$ cat src/rtl/ekf_spi_frame_bridge.sv
// SPI byte stream <-> EKF control FSM bridge: deframes [cmd][len][words] into beats, serializes response words MSB-first.
// Latency: beat valid 1 cycle after its last byte; first tx byte valid 1 cycle after response capture.
// Backpressure: rx cannot stall (beat overwritten -> rx_overrun); tx waits on tx_ready. Optional EKF_BRIDGE_TX_CSUM_EN appends an XOR byte.
module ekf_spi_frame_bridge #(
    parameter int DATA_WIDTH = 32
) (
    input  logic                  clk,
    input  logic                  rst_n,
    input  logic [7:0]            rx_byte,
    input  logic                  rx_valid,
    input  logic                  spi_frame_end,
    output logic [7:0]            cmd,
    output logic [7:0]            payload_length,
    output logic [DATA_WIDTH-1:0] payload_data,
    output logic                  payload_valid,
    input  logic                  payload_ready,
    input  logic [DATA_WIDTH-1:0] response_data,
    input  logic                  response_valid,
    output logic                  response_ready,
    output logic [7:0]            tx_byte,
    output logic                  tx_valid,
    input  logic                  tx_ready,
    output logic                  rx_overrun,
    output logic                  frame_error
);
    localparam int BYTES_PER_WORD = DATA_WIDTH / 8;
`ifdef EKF_BRIDGE_TX_CSUM_EN
    localparam int TX_BYTES = BYTES_PER_WORD + 1;
`else
    localparam int TX_BYTES = BYTES_PER_WORD;
`endif
    localparam int BCW = $clog2(BYTES_PER_WORD + 1);
    localparam int TCW = $clog2(TX_BYTES + 1);

    typedef enum logic [1:0] {R_CMD, R_LEN, R_DATA} rx_state_t;
    typedef enum logic {T_IDLE, T_SEND} tx_state_t;

    rx_state_t             rx_state;
    logic [BCW-1:0]        byte_cnt;
    logic [7:0]            words_left;
    logic [DATA_WIDTH-1:0] asm_q;
    logic [DATA_WIDTH-1:0] word_val;
    logic                  last_byte;
    logic                  hdr_load;
    logic                  word_load;
    logic                  frame_done;
    logic                  abort_frame;
    logic                  load_req;
    logic [DATA_WIDTH-1:0] load_val;
    logic                  accept;

    assign word_val    = (asm_q << 8) | DATA_WIDTH'(rx_byte);
    assign last_byte   = (byte_cnt == BCW'(BYTES_PER_WORD - 1));
    assign hdr_load    = (rx_state == R_LEN) && rx_valid;
    assign word_load   = (rx_state == R_DATA) && rx_valid && last_byte;
    // A byte that completes the frame in the same cycle as chip-select release is not a truncation.
    assign frame_done  = (hdr_load && rx_byte == 8'd0) || (word_load && words_left == 8'd1);
    assign abort_frame = spi_frame_end && (rx_state != R_CMD) && !frame_done;
    assign load_req    = hdr_load || word_load;
    assign load_val    = hdr_load ? '0 : word_val;
    assign accept      = payload_valid && payload_ready;

    always_ff @(posedge clk or negedge rst_n) begin
        if (!rst_n) begin
            rx_state       <= R_CMD;
            byte_cnt       <= '0;
            words_left     <= '0;
            asm_q          <= '0;
            cmd            <= '0;
            payload_length <= '0;
            payload_data   <= '0;
            payload_valid  <= 1'b0;
            rx_overrun     <= 1'b0;
            frame_error    <= 1'b0;
        end else begin
            rx_overrun  <= 1'b0;
            frame_error <= 1'b0;
            case (rx_state)
                R_CMD: begin
                    if (rx_valid) begin
                        cmd      <= rx_byte;
                        rx_state <= R_LEN;
                    end
                end
                R_LEN: begin
                    if (rx_valid) begin
                        payload_length <= rx_byte;
                        words_left     <= rx_byte;
                        byte_cnt       <= '0;
                        rx_state       <= (rx_byte == 8'd0) ? R_CMD : R_DATA;
                    end
                end
                R_DATA: begin
                    if (rx_valid) begin
                        asm_q <= word_val;
                        if (last_byte) begin
                            byte_cnt   <= '0;
                            words_left <= words_left - 8'd1;
                            if (words_left == 8'd1) rx_state <= R_CMD;
                        end else begin
                            byte_cnt <= byte_cnt + BCW'(1);
                        end
                    end
                end
                default: rx_state <= R_CMD;
            endcase

            if (abort_frame) begin
                rx_state    <= R_CMD;
                byte_cnt    <= '0;
                frame_error <= 1'b1;
            end

            // Single-entry beat register: a new beat while the old one is still unaccepted is dropped.
            if (load_req) begin
                if (!payload_valid || accept) begin
                    payload_data  <= load_val;
                    payload_valid <= 1'b1;
                end else begin
                    rx_overrun <= 1'b1;
                end
            end else if (accept) begin
                payload_valid <= 1'b0;
            end
        end
    end

`ifdef EKF_BRIDGE_TX_CSUM_EN
    function automatic logic [7:0] xor_bytes(input logic [DATA_WIDTH-1:0] w);
        logic [7:0] x;
        x = '0;
        for (int i = 0; i < BYTES_PER_WORD; i++) x = x ^ w[i*8 +: 8];
        return x;
    endfunction

    logic [7:0] csum_q;
`endif

    tx_state_t             tx_state;
    logic [DATA_WIDTH-1:0] tx_sh;
    logic [TCW-1:0]        tx_idx;

    always_ff @(posedge clk or negedge rst_n) begin
        if (!rst_n) begin
            tx_state       <= T_IDLE;
            tx_sh          <= '0;
            tx_idx         <= '0;
            tx_byte        <= '0;
            tx_valid       <= 1'b0;
            response_ready <= 1'b1;
`ifdef EKF_BRIDGE_TX_CSUM_EN
            csum_q         <= '0;
`endif
        end else begin
            case (tx_state)
                T_IDLE: begin
                    if (response_valid) begin
                        tx_byte        <= response_data[DATA_WIDTH-1 -: 8];
                        tx_sh          <= response_data << 8;
                        tx_idx         <= '0;
                        tx_valid       <= 1'b1;
                        response_ready <= 1'b0;
                        tx_state       <= T_SEND;
`ifdef EKF_BRIDGE_TX_CSUM_EN
                        csum_q         <= xor_bytes(response_data);
`endif
                    end
                end
                T_SEND: begin
                    if (tx_ready) begin
                        if (tx_idx == TCW'(TX_BYTES - 1)) begin
                            tx_valid       <= 1'b0;
                            response_ready <= 1'b1;
                            tx_state       <= T_IDLE;
                        end else begin
                            tx_idx  <= tx_idx + TCW'(1);
                            tx_sh   <= tx_sh << 8;
`ifdef EKF_BRIDGE_TX_CSUM_EN
                            tx_byte <= (tx_idx == TCW'(BYTES_PER_WORD - 1)) ? csum_q
                                                                           : tx_sh[DATA_WIDTH-1 -: 8];
`else
                            tx_byte <= tx_sh[DATA_WIDTH-1 -: 8];
`endif
                        end
                    end
                end
                default: tx_state <= T_IDLE;
            endcase
        end
    end
endmodule

$ cat config.mk
export PLATFORM = sky130hd
export DESIGN_NAME = ekf_spi_frame_bridge
export DESIGN_NICKNAME = d
export VERILOG_FILES = /design/src/rtl/ekf_spi_frame_bridge.sv
export SDC_FILE = /design/constraint.sdc
export NUM_CORES = 1
export LEC_CHECK = 0
export CAP_MARGIN = 20
export CORE_ASPECT_RATIO = 0.8
export CORE_MARGIN = 1
export CORE_UTILIZATION = 25
export CTS_BUF_LIST = sky130_fd_sc_hd__clkbuf_8
export CTS_CLUSTER_SIZE = 20
export DETAILED_ROUTE_END_ITERATION = 16
export PLACE_DENSITY = 0.56
export SLEW_MARGIN = 30
export SYNTH_ARGS = -nofsm -noshare
export SYNTH_HDL_FRONTEND = slang
export SYNTH_SLANG_ARGS = --single-unit
export TNS_END_PERCENT = 50
$ cat constraint.sdc
create_clock -name clk -period 2.5 [get_ports clk]
set_clock_uncertainty 0.1 [all_clocks]
set_input_delay 0.5 -clock clk [delete_from_list [all_inputs] [get_ports clk]]
set_output_delay 0.5 -clock clk [all_outputs]
set_load 0.02 [all_outputs]
======== After elaboration in Yosys (flattened, before gate mapping) ========
Index checks and enable logic that the tools add are counted.
word-level totals
  register bits after elaboration ......... 134
  bits of input ports ..................... 47
  output and inout bits ................... 61
  word-level logic and storage cells ...... 116
operators by class
  add/subtract/negate cells ............... 3
  eq/ne operators ......................... 18
  muxes and demuxes ....................... 48
  bitwise operators ....................... 2
  reduce and logical (&&, ||, !) cells .... 29
operators with widths
  kind                   number
  $mux W32               4
  $pmux W32 S2           1
  $mux W8                6
  $or A32 B8 Y32         1
  $pmux W8 S2            2
  $mux W3                7
  $mux W1                15
  $mux W2                7
  $ne A2 B2 Y1 const B   6
  $ne A3 B3 Y1 const B   4
  $pmux W3 S2            2
  $reduce_and A2 Y1      5
  $reduce_and A3 Y1      3
  $eq A8 B1 Y1 const B   1
  $logic_and A1 B1 Y1    8
  $logic_not A8 Y1       1
  $sub A8 B1 Y8 const B  1
  $add A3 B1 Y3 const B  2
  $eq A3 B2 Y1 const B   2
  $pmux W1 S2            3
  $pmux W2 S3            1
  $reduce_bool A2 Y1     3
  $reduce_and A5 Y1      1
  $ne A2 B1 Y1 const B   2
  9 further kinds        12

======== Logic depth before layout (Yosys ltp) ========
  depth after elaboration ................. 9
  depth in mapped cells ................... 8
  gate-level depth less buffers ........... 6

======== Least setup slack after synthesis ========
Ideal clock, no wire load.
  path kind ............................... register to register
  from .................................... register tx_idx[0]
  to ...................................... register tx_sh[14]
  setup time .............................. 0.121 ns
  arrival time ............................ 1.670 ns
  data required time ...................... 2.279 ns
  setup slack ............................. 0.609 ns
  cell stages (with the launch flop) ...... 8
  path buffers ............................ 2
  clock period less this slack ............ 1.891 ns
  path through ............................ dfrtp_1 > ha_1 > ha_1 > nor2b_1 > a21oi_1 > buf_2 > buf_2 > a22o_1
between the ends
  cells in the longest elaborated chain, start to end .. 3
RTL lines
  item                         RTL line  source
  start, declared              141       logic [TCW-1:0] tx_idx;
  start signal, assigned       176       tx_idx <= tx_idx + TCW'(1);
  $eq A3 B2 Y1                 171       if (tx_idx == TCW'(TX_BYTES - 1)) begin
  $ne A2 B2 Y1 (no line)       --
  $reduce_and A3 Y1 (no line)  --
  end signal, assigned         159       tx_sh <= response_data << 8;
  end signal, assigned         177       tx_sh <= tx_sh << 8;
  end, declared                140       logic [DATA_WIDTH-1:0] tx_sh;
Every way passes these cells.
A chain may end at the register's enable or synchronous reset.

======== Final worst setup path ========
  from .................................... register response_ready
  to ...................................... output port response_ready
RTL lines
  item                    RTL line  source
  start, declared         19        output logic response_ready,
  start signal, assigned  150       response_ready <= 1'b1;
  start signal, assigned  162       response_ready <= 1'b0;
  start signal, assigned  173       response_ready <= 1'b1;
No word-level cell between the ends.

==> results.txt <==
Run status: finished, violations left
Failing checks: DRC
Row count: 47
Pleak: 3.33 nW
H-tree depth: 4
Die Height: 133 um
Crit Reg-Reg Endpoint: tx_idx[1]$_DFFE_PN0P_
Reg-to-Reg Start: tx_idx[0]$_DFFE_PN0P_
CP bufs+invs: 1
Layout cells sized above 1: 14.5%
Hold path startpoint: tx_sh[18]$_DFFE_PN0P_
Final worst slack: 0.307 ns
Number of unique standard cell types used by synthesis: 45
Slew Limit Headroom: 65.1%
CP required: 1.90 ns
Final ANT Viol Nets: 0
Cts bufs inserted: 17
Tot Pwr: 8.11 mW
Post-DP Area: 6870 um2
R2R depth: 5
Endpoint, Worst Hold: tx_sh[18]$_DFFE_PN0P_
DRT iter0 DRCs: 202
Most common library cells after synthesis: nand2_1 (130), dfrtp_1 (125), o21ai_1 (37)
Initial core utilization: 25.8%
CTS max path bufs: 2
Fin crit period: 2.19 ns
Worst-Margin Slew: 0.522 ns
Wire per inst: 15.0 um
Crit-path slowest cell: clkdlybuf4s50_1
Worst setup SP type: register
CP endpoint kind: primary output
Layout area overhead: 35.7%
Initial antenna violation count: 0
VDD IR-drop max: 0.336 mV
Die area: 22100 um2
Routed wire length: 13500 um
Most common cell in the netlist: nand2_1
Setup TNS: 0 ns
Pre-CTS WS: 0.232 ns
Post-Synthesis Cells: 503
Seq cells post-synth: 126
Post-synth top area share: 58.1%
RSZ-0062 raised after global routing: false
Worst hold path stage count: 2
Nets: 671
DRC: 11
Final core utilization: 35.0%
Final setup violating endpoints: 0
Synth warn: 0
Cell Area, Synth: 5380 um2
Pin count of the biggest net entering global routing: 57
Worst Path Arrival: 1.59 ns
DP Wirelength: 9490 um
Mapped Avg Cell Area: 10.7 um2
Fmax: 456 MHz
# port buffers: 107
Reg2Reg Setup Slack: 0.46 ns
Grt total ovfl: 0
DR pass1 iterations: 10
Post-synth top area cell: dfrtp_1
Fillers: 2070
# diodes: 0
CP Launch Point: response_ready$_DFFE_PN1P_
Multi-input gate area: 2070 um2
Clk Latency, worst-skew pair: 0.43 ns
Seq. cell area: 3150 um2
Fin cells: 897
First-pass GRT wire length: 22500 um
Die X: 166 um
Root buffer cell: clkbuf_8
Final period util: 87.7%
GP Congestion: 0.780
Clock Pin Slew Worst Setup and Hold Paths: 0.07 ns
Critical path class: register to primary output
Core area: 20900 um2
Post-Syn Nets: 555
Hold Vio Cnt, Final: 0
Clock sinks: 126
Critical Path Max Stage Delay: 0.61 ns
Worst Hold Class: register to register
CP top delay family: buffers and inverters
Async SR Flop Fraction: 100%
I/O pin count: 108
Synth area leaders: dfrtp_1 (58%), nand2_1 (9.1%), mux2_2 (6.9%)
Total global-route track usage: 13.1%
Max Cap Viol: 0
CP Max Fanout: 3
Design area: 7300 um2
Vias per cell: 4.45
Seq/Total Area, Yosys: 58.6%
Hold_ws: 0.384 ns
Crit-path cells: clkdlybuf4s50_1
PostCTS Resize Cnt: 0
Detailed-route via count: 3992
Vias in the first global route: 4171
Max Slew Vio Count: 0
Placed insts: 868
TritonCTS clock tree: yes
Post-synth EDFFs: 0
CTS Hold Bufs: 1
Setup bufs post-CTS: 0
Main synth FF type: dfrtp_1
Pwr per Cell Area: 1110 nW/um2
==> layer usage <==
metal | vias to the layer above | GRT usage, % | share of wire, %
met5 | - | 0 | 0
met4 | 0 | 4.10 | 0.94
li1 | 1954 | - | -
met1 | 1960 | 18.2 | 49
met2 | 72 | 19.5 | 45
met3 | 6 | 3.74 | 4.9
==> cell type report <==
cell class,instances,area share (%)
multi-input combinational,339,28.4
sequential,126,43.2
clock inverter,8,1.94
inverter,7,0.360
clock buffer,20,3.77
timing repair buffer,128,17.7
tap,269,4.61
==> cell families after synthesis <==
logic type	count (synthesis)	share of synthesized area, %
compound gates	107	11.9
xor+xnor	1	0.163
fa+ha+maj	5	1.16
buf+inv	38	3.26
flops	126	58.6
mux	57	11.4
simple gates	169	13.6
==> where the power goes <==
group | internal, mW | total (mW) | leakage [nW] | switching [mW]
registers | 2.82 | 3.34 | 1.63 | 0.527
clock network | 1.14 | 1.91 | 0.214 | 0.772
logic | 1.40 | 2.86 | 1.49 | 1.46
total | 5.36 | 8.11 | 3.33 | 2.75
==> state kept, by name, indices dropped and copies added, names as in the netlist, 2 cells and up <==
| signal | flops |
|---|---|
| asm_q | 24 |
| byte_cnt | 3 |
| cmd | 8 |
| payload_data | 32 |
| payload_length | 8 |
| rx_state | 2 |
| tx_byte | 8 |
| tx_idx | 3 |
| tx_sh | 24 |
| words_left | 8 |
==> worst max-delay path by stage <==
stage	to	slack, ns	cells past startpoint
after floorplan	tx_sh[14]$_DFFE_PN0P_	0.61	7
after global placement	tx_idx[1]$_DFFE_PN0P_	0.25	4
after detailed placement	tx_idx[1]$_DFFE_PN0P_	0.23	4
after CTS	response_ready	0.25	1
after global routing	response_ready	0.22	1
final	response_ready	0.31	1
==> tightest hold or removal path, cell delays in order, from the launching register on <==
cell	delay [ns]
dfrtp_1	0.34
nand2_1	0.05
o21ai_0	0.06
==> cells in the final DEF (no fill, tap or decap), drive strengths merged, types with 3 or more instances in the layout <==
cell type / n
clkdlybuf4s50: 106
nor2b: 5
mux2i: 24
nand2: 130
nor3: 3
o31ai: 3
inv: 8
o21ai: 68
a21oi: 12
nor2: 14
dfrtp: 125
ha: 5
clkbuf: 20
buf: 21
a22o: 9
mux2: 33
bufinv: 4
nand2b: 4
Note: power is estimated with default switching activity, not from simulation.
